--- config.mk ---
export PLATFORM = sky130hd
export DESIGN_NAME = mux_scan_ctrl
export DESIGN_NICKNAME = d
export VERILOG_FILES = /design/src/rtl/mux_scan_ctrl.sv
export SDC_FILE = /design/constraint.sdc
export NUM_CORES = 1
export LEC_CHECK = 0
export BUFFER_PORTS_ARGS = -buffer_cell sky130_fd_sc_hd__buf_2
export CORE_ASPECT_RATIO = 2
export CORE_MARGIN = 1.5
export CORE_UTILIZATION = 61
export DETAILED_ROUTE_END_ITERATION = 16
export GPL_ROUTABILITY_DRIVEN = 1
export PLACE_DENSITY = 0.88
export SLEW_MARGIN = 10
export SYNTH_ARGS = -nofsm -noshare
export SYNTH_HDL_FRONTEND = slang
export SYNTH_SLANG_ARGS = --single-unit
--- constraint.sdc ---
create_clock -name clk -period 5.9 [get_ports clk]
set_clock_uncertainty 0.1 [all_clocks]
set_input_delay 1.18 -clock clk [delete_from_list [all_inputs] [get_ports clk]]
set_output_delay 1.18 -clock clk [all_outputs]
set_load 0.01 [all_outputs]
--- src/rtl/mux_scan_ctrl.sv ---
// mux_scan_ctrl: walks enabled mux channels, settles, samples y_in, emits per-sample and per-pass results.
module mux_scan_ctrl #(
  parameter int DWELL = 4
) (
  input  logic       clk,
  input  logic       rst,
  input  logic       start,
  input  logic       stop,
  input  logic       mode,
  input  logic [3:0] ch_en,
  input  logic       y_in,
  output logic       s0,
  output logic       s1,
  output logic       busy,
  output logic       sample_valid,
  output logic       sample_data,
  output logic [1:0] sample_ch,
  output logic       frame_valid,
  output logic [3:0] frame_data
);
  typedef enum logic [1:0] {IDLE, SETTLE, SAMPLE} state_t;
  state_t state, state_n;
  logic [7:0] cnt, cnt_n;
  logic [3:0] en_q, en_n, acc, acc_n, acc_w, fd_n;
  logic [1:0] ch, ch_n, nxt, sc_n;
  logic sv_n, sd_n, fv_n;
  function automatic logic [1:0] lowest(input logic [3:0] m);
    return m[0] ? 2'd0 : m[1] ? 2'd1 : m[2] ? 2'd2 : 2'd3;
  endfunction
  // nearest enabled channel above c, cyclic; returns c itself when it is the only one
  function automatic logic [1:0] next_ch(input logic [3:0] m, input logic [1:0] c);
    logic [1:0] r;
    r = c;
    for (int k = 3; k >= 1; k--)
      if (m[2'(int'(c) + k)]) r = 2'(int'(c) + k);
    return r;
  endfunction
  assign s0 = ch[1];
  assign s1 = ch[0];
  always_comb begin
    state_n = state;
    cnt_n   = cnt;
    en_n    = en_q;
    acc_n   = acc;
    ch_n    = ch;
    sv_n    = 1'b0;
    sd_n    = sample_data;
    sc_n    = sample_ch;
    fv_n    = 1'b0;
    fd_n    = frame_data;
    nxt     = next_ch(en_q, ch);
    acc_w   = acc;
    acc_w[ch] = y_in;
    if (state == IDLE) begin
      if (start && !stop && ch_en != 4'd0) begin
        state_n = SETTLE;
        en_n    = ch_en;
        ch_n    = lowest(ch_en);
        cnt_n   = 8'd0;
        acc_n   = 4'd0;
      end
    end else if (stop) begin
      state_n = IDLE;
      ch_n    = 2'd0;
      cnt_n   = 8'd0;
    end else if (state == SETTLE) begin
      state_n = (cnt == 8'(DWELL - 1)) ? SAMPLE : SETTLE;
      cnt_n   = (cnt == 8'(DWELL - 1)) ? cnt : cnt + 8'd1;
    end else begin
      sv_n  = 1'b1;
      sd_n  = y_in;
      sc_n  = ch;
      acc_n = acc_w;
      cnt_n = 8'd0;
      if (nxt <= ch) begin
        fv_n  = 1'b1;
        fd_n  = acc_w;
        acc_n = 4'd0;
        if (mode && ch_en != 4'd0) begin
          state_n = SETTLE;
          en_n    = ch_en;
          ch_n    = lowest(ch_en);
        end else begin
          state_n = IDLE;
          ch_n    = 2'd0;
        end
      end else begin
        state_n = SETTLE;
        ch_n    = nxt;
      end
    end
  end
  always_ff @(posedge clk or posedge rst) begin
    if (rst) begin
      state        <= IDLE;
      cnt          <= 8'd0;
      en_q         <= 4'd0;
      acc          <= 4'd0;
      ch           <= 2'd0;
      busy         <= 1'b0;
      sample_valid <= 1'b0;
      sample_data  <= 1'b0;
      sample_ch    <= 2'd0;
      frame_valid  <= 1'b0;
      frame_data   <= 4'd0;
    end else begin
      state        <= state_n;
      cnt          <= cnt_n;
      en_q         <= en_n;
      acc          <= acc_n;
      ch           <= ch_n;
      busy         <= state_n != IDLE;
      sample_valid <= sv_n;
      sample_data  <= sd_n;
      sample_ch    <= sc_n;
      frame_valid  <= fv_n;
      frame_data   <= fd_n;
    end
  end
endmodule

==> results of run 1 <==
[flip-flops by register name, summed over array words and instances (netlist names)]
register	flops
cnt	8
acc	4
en_q	4
frame_data	4
ch	2
sample_ch	2
state	2
busy	1
frame_valid	1
sample_data	1
sample_valid	1
[worst max-delay path: cells and delay by family, from the launching register on]
family | cells | cell delay, ps
adders and majority gates | 2 | 760
AOI/OAI and AO/OA | 4 | 1500
muxes | 1 | 370
and+or+nand+nor | 3 | 470
buffers and inverters | 1 | 220
DFF | 1 | 590
[through the flow]
stage          cells  hold slack (ps)
2_1_floorplan    180              365
3_3_place_gp     226              362
3_5_place_dp     226              373
4_1_cts          234              389
5_1_grt          234              414
6_report         234              381
[worst max-delay path by stage]
stage               endpoint  slack (ps)   from  cells after the start
detailed placement   en_q[0]        1880  ch[0]                     11
global route         en_q[2]        1610  ch[0]                     11
floorplan            en_q[0]        2350  ch[0]                     12
finish               en_q[0]        1780  ch[0]                     11
CTS                  en_q[0]        1870  ch[0]                     11
global placement     en_q[0]        2100  ch[0]                     11
[where the power goes]
group / total [mW] / switching (mW) / internal (mW)
Sequential: 0.254 / 0.0326 / 0.221
Clock: 0.166 / 0.0725 / 0.0939
Combinational: 0.292 / 0.175 / 0.117
[Yosys cell counts (5+ instances only)]
cell	number
nand2_1	23
nor2_1	16
nor2b_1	7
nand2b_1	6
ha_1	7
inv_1	9
dfrtp_1	30
a21oi_1	7
mux2i_1	5
o21ai_0	14
[final cells by class]
cell class	instances	area [sq um]	area share, %
repair buffers	21	105	5.48
clock buffers	7	86.3	4.50
well taps	29	36.3	1.89
flip-flops and latches	30	751	39.1
clock inverters	1	5.00	0.261
multi-input cells	136	897	46.8
inverters	10	37.5	1.96
[cells by family after synthesis]
kind of cell / after synthesis
flops: 30
compound gates: 42
xor+xnor: 7
simple gates: 71
buf+inv: 14
fa+ha+maj: 7
mux: 9
[per-layer routing]
layer	vias to the layer above	track usage (%)	part of all wire, %
li1	683	-	-
met1	734	29.4	34
met2	48	52.2	58
met3	20	8.57	3.2
met4	0	19.7	4.2
met5	-	0	0
==> impl_results.md, run 1 <==
* Outcome: complete, no violations
* Die Wd at 40.5 um
* Crit path kind: reg2reg
* CTS tree: yes
* Critical Path Max Stage Delay at 590 ps
* Share of layout cells above drive strength 1 at 17.1%
* CTS H-tree lvls at 2
* Simple-Gate Fraction of Synth Area at 20.8%
* CTS resizes at 0
* Slowest cell on the critical path: dfrtp_1
* Pre-CTS setup slack at 1880 ps
* Crit path cell chain: inv_1 -> ha_1 -> nand2_1 -> a32o_1 -> a2111oi_2 -> ha_1 -> nor2b_1 -> o21ai_2 -> nand2_2 -> o31ai_4 -> mux2_1
* # rows at 27
* Post-CTS Hold Fix Bufs at 0
* Sequential area share after synthesis at 43.9%
* Post-synth top area share at 43.9%
* Final HPWL DP at 3070 um
* Synthesized instance count at 180
* Cells on worst reg2reg path at 11
* Lkg Pwr at 0.934 nW
* Placeable Area at 2700 sq um
* Port Buf Inserts at 21
* Placer Congestion at 0.944
* FFs w/ async S/R, synth at 100%
* Hold Crit Start: sample_data
* Final Hold Fails at 0
* Hold Path Class: reg2reg
* Antenna violations before repair at 0
* Final net count at 221
* Post-layout instance area at 1920 sq um
* Initial Util at 63.3%
* Yosys warnings at 0
* Post-Syn Area per Cell at 9.51 sq um
* Vias per inst at 6.35
* Final period util at 69.8%
* Clk sink count at 30
* Hold Path End: sample_data
* DRT iter0 DRCs at 42
* Worst setup margin at 1780 ps
* Largest net degree at the start of global routing at 31
* Setup Fix Bufs, Post-CTS at 0
* First-pass DRT Iterations at 4
* Total power draw at 0.712 mW
* DP Area at 1830 sq um
* Synthesized net count at 197
* Residual DRC at 0
* Post-synthesis mux area share at 5.56%
* Commonest non-fill, non-tap cells in the layout: 30 x dfrtp_1, 23 x nand2_1, 21 x buf_2
* Hold path depth at 2
* Slew @ Worst Pin at 811 ps
* RSZ-0062 raised after global routing: no
* Cell area after synthesis at 1710 sq um
* RR Startpoint: ch[0]
* Number of global-route vias before repair at 1570
* Worst VDD drop at 0.000217 V
* R2R Path End: en_q[0]
* Synthesis-stage register bit count at 30
* Die area at 3150 sq um
* First-pass GRT wire length at 6790 um
* GRT Overall Usage at 31.0%
* Die Y at 77.9 um
* Minimum clock period at 4120 ps
* Total CTS buffers at 5
* Root buffer cell: clkbuf_8
* Unique cell type count in the Yosys netlist at 45
* Commonest non-fill, non-tap cell in the layout: dfrtp_1
* Compound-Gate Fraction of Synth Area at 17.3%
* Max Slew Vio Count at 0
* Ranking of synthesized cells by area: dfrtp_1 44%, ha_1 5.1%, nand2_1 5.0%
* Synth Flop Type: dfrtp_1
* Io pins at 22
* Gr ovfl total at 0
* Relative slew slack at 45.2%
* Buffer depth of the longest clock path at 2
* Antenna viol nets, final at 0
* EDFF count, synth at 0
* Post-Synth Adder-Cell Area at 5.12%
* XOR/XNOR Fraction of Synth Area at 3.58%
* Setup Total Neg Slack at 0 ps
* # fillers at 209
* Clk slew on worst S/H paths at 60 ps
* Leading area contributor after synthesis: dfrtp_1
* WL/cell at 17.6 um
* Final setup vio count at 0
* CP Max Fanout at 13
* Peak Freq at 243 MHz
* Routed WL at 4110 um
* Worst Path Required at 5950 ps
* Main combinational cell family by area after synthesis: simple AND/OR/NAND/NOR gates
* Worst setup SP type: flip-flop
* Finished Core Util at 71.0%
* PwrDens at 371 nW/um^2
* Area grow syn2layout at 12.1%
* Max-Cap Viols at 0
* Worst skew pair latency at 280 ps
* CP endpoint kind: flip-flop
* Antenna diode count at 0
* Crit-path most repeated cell: ha_1
* Worst EP arrival at 4170 ps
* Vias after detailed routing at 1485
* Reg2reg setup slack at 1780 ps
Power figures use the tool's default switching activity.
==> run 2: changes to the inputs <==
--- a/config.mk
+++ b/config.mk
@@ -5,13 +5,14 @@
 export SDC_FILE = /design/constraint.sdc
 export NUM_CORES = 1
 export LEC_CHECK = 0
+export ABC_AREA = 1
 export BUFFER_PORTS_ARGS = -buffer_cell sky130_fd_sc_hd__buf_2
 export CORE_ASPECT_RATIO = 2
 export CORE_MARGIN = 1.5
-export CORE_UTILIZATION = 61
+export CORE_UTILIZATION = 51
 export DETAILED_ROUTE_END_ITERATION = 16
 export GPL_ROUTABILITY_DRIVEN = 1
-export PLACE_DENSITY = 0.88
+export PLACE_DENSITY = 0.79
 export SLEW_MARGIN = 10
 export SYNTH_ARGS = -nofsm -noshare
 export SYNTH_HDL_FRONTEND = slang
==> constraint.sdc (replaced) <==
create_clock -name clk -period 3.4 [get_ports clk]
set_clock_uncertainty 0.1 [all_clocks]
set_input_delay 0.68 -clock clk [delete_from_list [all_inputs] [get_ports clk]]
set_output_delay 0.68 -clock clk [all_outputs]
set_load 0.01 [all_outputs]
==> run 2 against run 1 <==
  * Via count shrank 0.34%
  * Core utilization down 7.8 points
  * Die area rose by 20%
  * Synthesized cell count increased by 19%
==> impl_results.md, run 2 <==
* RSZ-0062 raised after global routing: no
* Synth Flop Type: dfrtp_1
* Critical Path Max Stage Delay at 620 ps (+30 ps)
* CTS tree: yes
* FFs w/ async S/R, synth at 100% (unchanged)
* Routed WL at 3770 um (-8.3%)
* Clock power share at 28.2% (+4.8 points)
* Io pins at 22 (unchanged)
* Commonest non-fill, non-tap cell in the layout: nand2_1
* Final net count at 260 (+18%)
* Synthesized net count at 232 (+18%)
* Unique cell type count in the Yosys netlist at 27 (-40%)
* Combinational share of power at 42.3% (+1.3 points)
* Slowest cell on the critical path: dfrtp_1
* Most flop-heavy register: cnt
* Placed Cells at 267 (+18%)
* Lkg Pwr at 1.05 nW (+13%)
* Residual DRC at 0 (unchanged)
* Antenna diode count at 0 (unchanged)
* Worst VDD drop at 0.000640 V (+200%)
* Hold Path Class: reg2reg
* CP Max Fanout at 14 (+1)
* PwrDens at 789 nW/um^2 (+110%)
* Final HPWL DP at 2950 um (-4.0%)
* Final Hold Fails at 0 (unchanged)
* Crit-path most repeated cell: nand2_1
* Antenna violations before repair at 0 (unchanged)
* Relative slew slack at 44.8% (-0.38 points)
* Clk sink count at 30 (unchanged)
* Final setup vio count at 0 (unchanged)
* Switch share at 41.0% (+1.7 points)
* Crit path cell chain: inv_2 -> ha_1 -> inv_1 -> nand2_1 -> nand2_1 -> inv_1 -> nand3_1 -> nand2_1 -> inv_1 -> ha_1 -> nand2_1 -> nand2_1 -> inv_1 -> nor2_4 -> mux2_2
* Sw Pwr at 0.652 mW (+130%)
* Worst Path Required at 3470 ps (-2480 ps)
* Root buffer cell: clkbuf_8
* Minimum clock period at 2910 ps (-1210 ps)
* Crit-path leading delay family: simple AND/OR/NAND/NOR gates
* Ranking of synthesized cells by area: dfrtp_1 43%, nand2_1 11%, inv_1 6.9%
* Worst setup SP type: flip-flop
* Buffer depth of the longest clock path at 2 (unchanged)
* Slew @ Worst Pin at 827 ps (+16.2 ps)
* Synthesis-stage register bit count at 30 (unchanged)
* Final period util at 85.6% (+16 points)
* Number of global-route vias before repair at 1488 (-5.2%)
* Port Buf Inserts at 21 (unchanged)
* Total power draw at 1.59 mW (+120%)
* Clk slew on worst S/H paths at 70 ps (about the same)
* Worst skew pair latency at 290 ps (about the same)
* Bufs and invs on worst path at 5 (+4)
* Sequential area share after synthesis at 43.4% (-0.48 points)
* Post-CTS Hold Fix Bufs at 0 (unchanged)
* Antenna viol nets, final at 0 (unchanged)
* Max-Cap Viols at 0 (unchanged)
* Largest net degree at the start of global routing at 23 (-26%)
* First-pass DRT Iterations at 4 (unchanged)
* GRT Overall Usage at 23.7% (-7.3 points)
* Outcome: complete, no violations
* Initial Util at 54.2% (-9.1 points)
* Internal power at 0.939 mW (+120%)
* Setup Total Neg Slack at 0 ps (unchanged)
* WL/cell at 13.7 um (-22%)
* Setup Fix Bufs, Post-CTS at 0 (unchanged)
* Final Non-Filler Cells at 275 (+18%)
* Die area at 3770 sq um (+20%)
* First-pass GRT wire length at 6410 um (-5.6%)
* Leading area contributor after synthesis: dfrtp_1
* Die Wd at 44.2 um (+9.2%)
* Placeable Area at 3190 sq um (+18%)
* Share of layout cells above drive strength 1 at 22.1% (+5.1 points)
* Post-Syn Area per Cell at 8.05 sq um (-15%)
* Peak Freq at 343 MHz (+41%)
* Part of the power in registers at 29.5% (-6.1 points)
* Vias per inst at 5.38 (-15%)
* EDFF count, synth at 0 (unchanged)
* Gr ovfl total at 0 (unchanged)
* Area grow syn2layout at 16.6%
* Yosys warnings at 0 (unchanged)
* Worst EP arrival at 2980 ps (-1190 ps)
* Commonest non-fill, non-tap cells in the layout: 53 x nand2_1, 32 x inv_1, 30 x dfrtp_1
* Total CTS buffers at 5 (unchanged)
* DRT iter0 DRCs at 42 (unchanged)
* CTS H-tree lvls at 2 (unchanged)
* Post-synth top area share at 43.4% (-0.48 points)
* Vias after detailed routing at 1480 (-0.34%)
* Top-count cell post-synth: nand2_1
* CP endpoint kind: flip-flop
* Cell area after synthesis at 1730 sq um (+1.1%)
* Crit path kind: reg2reg
* # rows at 29 (+7.4%)
* CTS resizes at 0 (unchanged)
* Die Y at 85.4 um (+9.6%)
* Largest register FFs at 8 (unchanged)
* Synth top cells by count: 53 x nand2_1, 32 x inv_1, 30 x dfrtp_1
* Max Slew Vio Count at 0 (unchanged)
* Reg2reg setup slack at 490 ps (-1290 ps)
* Synthesized instance count at 215 (+19%)
* Placer Congestion at 0.849 (-10%)
## run 2: final timing paths
kind	depth (start not counted)	to	startpoint
worst max register to register	15	frame_data[1]	ch[0]
min in group asynchronous	2	sample_valid	rst
max in group asynchronous	3	frame_data[3]	rst
worst min-delay path	2	sample_data	sample_data
worst min register to register	2	sample_data	sample_data
worst max-delay path	15	frame_data[1]	ch[0]
## run 2: tightest hold or removal path, delay by kind of cell, from the launching register on
kind / cells / cell delay, ps
DFF: 1 / 350
and+or+nand+nor: 2 / 90
## run 2: cells by family (layout without fill, tap and decap cells)
kind of cell | after synthesis | count (layout) | synth area share, %
AND/OR/NAND/NOR | 95 | 95 | 27.0
AO/OA/AOI/OAI | 38 | 38 | 11.9
buffers and inverters | 38 | 67 | 8.60
flip-flops | 30 | 30 | 43.4
adder cells (fa/ha/maj) | 7 | 7 | 5.06
multiplexers | 4 | 4 | 2.60
XOR/XNOR | 3 | 3 | 1.52
## run 2: layer usage
metal  track usage (%)  vias up  wire [um]  share of wire [%]
met5                 0        -          0                  0
met4              15.2        0        159                4.2
met3              4.26       15        103                2.7
met2              43.4       32       2150                 57
met1              22.2      680       1360                 36
li1                  -      753          -                  -
## run 2: stage by stage
step	utilization [%]	hold WS, ps	cell area, sq um	setup WS [ps]
after CTS	63.2	379	2020	500
after global placement	58.7	358	1870	607
final	63.2	375	2020	488
after floorplan	-	398	1730	781
after detailed placement	58.7	362	1870	508
after global routing	63.2	402	2020	135
## run 2: power groups by stage
stage | sequential, mW | combinational [mW] | clock (mW)
after global routing | 0.480 | 0.768 | 0.470
after detailed placement | 0.476 | 0.665 | 0
final | 0.469 | 0.673 | 0.449
after floorplan | 0.460 | 0.526 | 0
after CTS | 0.469 | 0.669 | 0.458
after global placement | 0.474 | 0.647 | 0
## run 2: layout make-up
cell class,count,area (sq um)
fillers,301,1180
multi-input cells,147,831
flip-flops and latches,30,751
inverters,37,141
repair buffers,22,113
clock buffers,6,82.6
clock inverters,2,60.1
well taps,31,38.8
